--- src/rtl/event_pkg.sv ---
// Shared definitions for the DVS event path: event word layout, frame length and TX FSM encodings.
// Used by the event filter and the transmit end.
package event_pkg;

  localparam int EV_FIELD_W = 2;
  localparam int EV_EVENT_W = 4 * EV_FIELD_W;
  localparam int EV_BEATS   = 4;
  localparam int BEAT_W     = 2;

  // Field offsets inside the packed word {x, y, p, t}, x in the MSBs.
  localparam int EV_X_OFS = 3 * EV_FIELD_W;
  localparam int EV_Y_OFS = 2 * EV_FIELD_W;
  localparam int EV_P_OFS = 1 * EV_FIELD_W;
  localparam int EV_T_OFS = 0;

  localparam logic [0:0] ST_IDLE = 1'b0;
  localparam logic [0:0] ST_SEND = 1'b1;

  typedef struct packed {
    logic [EV_FIELD_W-1:0] x;
    logic [EV_FIELD_W-1:0] y;
    logic [EV_FIELD_W-1:0] p;
    logic [EV_FIELD_W-1:0] t;
  } event_t;

  function automatic logic [EV_EVENT_W-1:0] pack_event(input event_t ev);
    return {ev.x, ev.y, ev.p, ev.t};
  endfunction

endpackage

--- src/rtl/event_fifo.sv ---
// Single-clock FIFO with first-word-fall-through read; caller must not push when full
// unless it pops in the same cycle, and must not pop when empty.
module event_fifo #(
  parameter int WIDTH = 8,
  parameter int DEPTH = 4
) (
  input  logic                     clk,
  input  logic                     rst,
  input  logic                     push,
  input  logic                     pop,
  input  logic [WIDTH-1:0]         din,
  output logic [WIDTH-1:0]         dout,
  output logic                     full,
  output logic                     empty,
  output logic [$clog2(DEPTH):0]   level
);

  localparam int AW = $clog2(DEPTH);

  logic [WIDTH-1:0] mem [DEPTH];
  logic [AW-1:0]    wr_ptr;
  logic [AW-1:0]    rd_ptr;
  logic [AW:0]      level_q;

  // Pointers wrap naturally because DEPTH is a power of two.
  always_ff @(posedge clk) begin
    if (rst) begin
      wr_ptr  <= '0;
      rd_ptr  <= '0;
      level_q <= '0;
    end else begin
      if (push) wr_ptr <= wr_ptr + 1'b1;
      if (pop)  rd_ptr <= rd_ptr + 1'b1;
      case ({push, pop})
        2'b10:   level_q <= level_q + 1'b1;
        2'b01:   level_q <= level_q - 1'b1;
        default: level_q <= level_q;
      endcase
    end
  end

  always_ff @(posedge clk) begin
    if (push) mem[wr_ptr] <= din;
  end

  assign dout  = mem[rd_ptr];
  assign full  = (level_q == (AW+1)'(DEPTH));
  assign empty = (level_q == '0);
  assign level = level_q;

endmodule

--- src/rtl/event_tx.sv ---
// Event transmitter: queues {x,y,p,t} events and serializes each as a 4-beat frame
// (x first, tx_sof on x) over a valid/ready link, counting events lost to overflow.
module event_tx
  import event_pkg::*;
#(
  parameter int FIELD_W = EV_FIELD_W,
  parameter int DEPTH   = 4,
  parameter int CNT_W   = 8
) (
  input  logic                       clk,
  input  logic                       rst,
  input  logic                       ev_valid,
  input  logic [FIELD_W-1:0]         ev_x,
  input  logic [FIELD_W-1:0]         ev_y,
  input  logic [FIELD_W-1:0]         ev_p,
  input  logic [FIELD_W-1:0]         ev_t,
  input  logic                       tx_ready,
  output logic                       tx_valid,
  output logic [FIELD_W-1:0]         tx_data,
  output logic                       tx_sof,
  output logic [$clog2(DEPTH):0]     fifo_level,
  output logic [CNT_W-1:0]           drop_cnt
);

  localparam int EVENT_W = 4 * FIELD_W;

  function automatic logic [CNT_W-1:0] sat_inc(input logic [CNT_W-1:0] v);
    return (v == '1) ? v : v + 1'b1;
  endfunction

  logic [0:0]         state_q;
  logic [BEAT_W-1:0]  beat_q;
  logic [EVENT_W-1:0] shift_q;
  logic [CNT_W-1:0]   drop_q;

  logic               fifo_push;
  logic               fifo_pop;
  logic               fifo_full;
  logic               fifo_empty;
  logic [EVENT_W-1:0] fifo_dout;
  logic [EVENT_W-1:0] ev_word;

  logic send;
  logic hs;
  logic last_beat;

  assign ev_word   = {ev_x, ev_y, ev_p, ev_t};
  assign send      = (state_q == ST_SEND);
  assign hs        = send & tx_ready;
  assign last_beat = (beat_q == BEAT_W'(EV_BEATS - 1));

  // Pop when idle, or on the final beat handshake so the next frame follows with no bubble.
  assign fifo_pop  = ~fifo_empty & (~send | (hs & last_beat));
  assign fifo_push = ev_valid & (~fifo_full | fifo_pop);

  event_fifo #(
    .WIDTH (EVENT_W),
    .DEPTH (DEPTH)
  ) u_fifo (
    .clk   (clk),
    .rst   (rst),
    .push  (fifo_push),
    .pop   (fifo_pop),
    .din   (ev_word),
    .dout  (fifo_dout),
    .full  (fifo_full),
    .empty (fifo_empty),
    .level (fifo_level)
  );

  always_ff @(posedge clk) begin
    if (rst) begin
      state_q <= ST_IDLE;
      beat_q  <= '0;
    end else if (fifo_pop) begin
      state_q <= ST_SEND;
      beat_q  <= '0;
    end else if (hs) begin
      if (last_beat) begin
        state_q <= ST_IDLE;
        beat_q  <= '0;
      end else begin
        beat_q  <= beat_q + 1'b1;
      end
    end
  end

  // Data path: no reset, the output is gated by the FSM state.
  always_ff @(posedge clk) begin
    if (fifo_pop) begin
      shift_q <= fifo_dout;
    end else if (hs) begin
      shift_q <= shift_q << FIELD_W;
    end
  end

  always_ff @(posedge clk) begin
    if (rst) begin
      drop_q <= '0;
    end else if (ev_valid & fifo_full & ~fifo_pop) begin
      drop_q <= sat_inc(drop_q);
    end
  end

  assign tx_valid = send;
  assign tx_sof   = send & (beat_q == '0);
  assign tx_data  = send ? shift_q[EVENT_W-1 -: FIELD_W] : '0;
  assign drop_cnt = drop_q;

endmodule

--- config.mk ---
export PLATFORM = sky130hd
export DESIGN_NAME = event_tx
export DESIGN_NICKNAME = d
export VERILOG_FILES = /design/src/rtl/event_pkg.sv /design/src/rtl/event_fifo.sv /design/src/rtl/event_tx.sv
export SDC_FILE = /design/constraint.sdc
export NUM_CORES = 1
export LEC_CHECK = 0
export ABC_AREA = 1
export CORE_MARGIN = 4
export CORE_UTILIZATION = 50
export DETAILED_ROUTE_END_ITERATION = 12
export PLACE_DENSITY = 0.82
export SLEW_MARGIN = 20
export SYNTH_ARGS = -nofsm -noshare
export SYNTH_HDL_FRONTEND = slang
export SYNTH_SLANG_ARGS = --single-unit
--- constraint.sdc ---
create_clock -name clk -period 4.1 [get_ports clk]
set_input_delay 1.025 -clock clk [delete_from_list [all_inputs] [get_ports clk]]
set_output_delay 1.025 -clock clk [all_outputs]
set_load 0.03 [all_outputs]
==> flow_metrics.env <==
export IMPL_crit_type="input pin to flip-flop"
export IMPL_gp_congestion=0.813
export IMPL_power_leakage_uw=0.00118
export IMPL_crit_path_cell_trace="clkdlybuf4s50_1, nand2_1, nand2_4, o21ai_4, ha_1, fa_1, a21oi_1, o21ai_0, o21ai_0, a21oi_1"
export IMPL_tns_ps=0
export IMPL_outcome="completed"
export IMPL_antenna_cells=0
export IMPL_post_cts_resized=0
export IMPL_grt_max_degree=18
export IMPL_n_fill_cell=413
export IMPL_grt_antenna_before_repair=0
export IMPL_hp_start="u_fifo.rd_ptr[1]"
export IMPL_die_w_um=80.4
export IMPL_cts_root_buf="clkbuf_8"
export IMPL_htreeDepth=3
export IMPL_cp_required_ps=4320
export IMPL_synth_nets=282
export IMPL_route_vias_total=1833
export IMPL_dpl_cell_count=351
export IMPL_cap_violations=0
export IMPL_endpoint="u_fifo.level[2]"
export IMPL_relSlewSlack_pct=57.4
export IMPL_crit_start="tx_ready"
export IMPL_power_uw=1960
export IMPL_fmax_ghz=0.364
export IMPL_ctsHoldBuffers=0
export IMPL_seq_area_sq_um=1600
export IMPL_grt_remaining_overflow=0
export IMPL_skew_ps=7.91
export IMPL_worst_pin_slew_ps=637
export IMPL_r2r_end="u_fifo.level[2]"
export IMPL_cp_arrival_ps=2970
export IMPL_drt_total_wl_um=4590
export IMPL_numClockSinks=60
export IMPL_layout_common_cells="53 x nor2_1, 40 x edfxtp_1, 35 x nand2_1"
export IMPL_met3_usage_pct=4.37
export IMPL_power_share_clock_pct=29.1
export IMPL_syn_inst=261
export IMPL_rr_startpoint="beat_q[0]"
export IMPL_wire_per_inst_um=12.5
export IMPL_drt_initial_drc_count=135
export IMPL_viasPerCell=4.99
export IMPL_dieArea_sq_um=6460
export IMPL_netlist_cell_type_count=28
export IMPL_swShare_pct=33.3
export IMPL_placement_rows=26
export IMPL_synth_seq_cells=60
export IMPL_top_level_ports=27
export IMPL_track_usage_pct=16.1
export IMPL_peakVddDrop_mv=0.267
export IMPL_grt_busiest_layer="met2"
export IMPL_io_buffers=26
export IMPL_ys_warn_count=0
export IMPL_hpwl_um=3280
export IMPL_final_cell_count_no_fill=367
export IMPL_core_area_sq_um=5110
export IMPL_yosysSeqAreaShare_pct=61.2
export IMPL_final_nets=313
export IMPL_combPwrFrac_pct=27.2
export IMPL_cts_tree="yes"
export IMPL_firstDrtPassIters=4
export IMPL_initial_core_util_pct=51.3
export IMPL_ff2ff_path_depth=11
export IMPL_ff2ff_setup_slack_ps=1940
export IMPL_min_path_type="flip-flop to flip-flop"
export IMPL_rsz0062_at_grt="no"
export IMPL_numCtsBuffers=9
export IMPL_clkLatencyLatePin_ps=330
export IMPL_switchingPower_uw=653
export IMPL_path_max_fanout=8
export IMPL_multi_input_area_sq_um=875
export IMPL_ant_nets=0
export IMPL_synth_area_sq_um=2620
export IMPL_pwr_share_seq_pct=43.7
export IMPL_p_int_uw=1310
export IMPL_met2_usage_pct=23.3
export IMPL_first_global_vias=1669
export IMPL_maxSlewViolCount=0
export IMPL_powerDensity_nw_per_um2=624
export IMPL_end_kind="flip-flop"
export IMPL_syn_area_per_cell_sq_um=10.0
export IMPL_clk_path_buf_depth=2
export IMPL_clk_transition_reported_paths_ps=60
export IMPL_drive_gt1_share_pct=8.08
export IMPL_finalHoldViolations=0
export IMPL_area_delta_synth_final_pct=20.1
export IMPL_max_stage_delay_ps=500
export IMPL_final_common_cell="nor2_1"
export IMPL_drc=0
export IMPL_grt_pass1_wl_um=7710
export IMPL_post_cts_buffers=0
export IMPL_fin_crit_ps=2750
export IMPL_met1_usage_pct=21.4
export IMPL_slowest_stage="clkdlybuf4s50_1"
export IMPL_fin_crit_sh_pct=67.1
export IMPL_die_y_um=80.4
export IMPL_setup_viol_count_final=0
export IMPL_setup_worst_path_start_class="input pin"
-- Yosys cell counts (all sizes together) --
master | count | share of area [%]
a211oi | 1 | 0.48
a21oi | 17 | 3.2
a31oi | 6 | 1.4
buf | 4 | 1.0
clkbuf | 2 | 0.33
clkinv | 2 | 0.29
dfxtp | 20 | 15
edfxtp | 40 | 46
fa | 1 | 0.76
ha | 8 | 3.8
inv | 26 | 3.8
nand2 | 37 | 5.9
nand3 | 8 | 1.9
nand3b | 2 | 0.57
nand4 | 2 | 0.48
nor2 | 54 | 8.0
nor3 | 2 | 0.38
o21ai | 26 | 5.4
xnor2 | 2 | 0.67
xor2 | 1 | 0.33
-- cell type report --
type	count	share of cell area [%]
Inverter	28	3.42
Sequential cell	60	50.9
Tap cell	70	2.78
Clock inverter	7	2.86
Clock buffer	9	3.94
Multi-Input combinational cell	167	27.8
Timing Repair Buffer	26	8.27
-- sequential cells by signal, indices dropped and copies added, names as in the netlist, named ones only --
name	flops
beat_q	2
u_fifo.level	3
shift_q	8
u_fifo.wr_ptr	2
u_fifo.mem	32
drop_cnt	8
tx_valid	1
u_fifo.rd_ptr	2
-- power by group through the flow --
stage	combinational (uW)	clock, uW	sequential, uW
after floorplan	400	0	863
after global placement	515	0	870
after detailed placement	532	0	873
after CTS	536	577	859
after global routing	605	607	872
final	533	571	858
-- through the flow --
stage               util [%]  area (sq um)  hold slack, ps  worst slack (ps)
global placement        57.4          2930             422              1090
floorplan                  -          2620             412              1530
finish                  61.6          3150             448              1350
global route            61.6          3150             477              1160
CTS                     61.6          3150             446              1360
detailed placement      57.4          2930             439              1030
-- cell families after synthesis --
group	synth area share, %
xor+xnor	1.00
fa+ha+maj	4.59
compound gates	10.6
simple gates	17.2
flops	61.2
buf+inv	5.45
-- critical path: cells and delay by family --
kind | cells | cell delay, ps
buf+inv | 1 | 500
simple gates | 2 | 200
fa+ha+maj | 2 | 660
compound gates | 5 | 570
-- worst min-delay path by stage --
stage | endpoint | slack, ps | cells after the start
3_5_place_dp | flip-flop | 440 | 1
6_report | u_fifo.rd_ptr[1] | 450 | 1
2_1_floorplan | flip-flop | 410 | 1
3_3_place_gp | flip-flop | 420 | 1
5_1_grt | u_fifo.rd_ptr[1] | 480 | 1
4_1_cts | flip-flop | 450 | 1
-- routing by layer --
metal | vias to the layer above | part of all wire, %
li1 | 936 | -
met1 | 835 | 49
met2 | 52 | 44
met3 | 10 | 4.6
met4 | 0 | 2.6
met5 | - | 0
No activity file was read; power rests on OpenSTA's default activity.
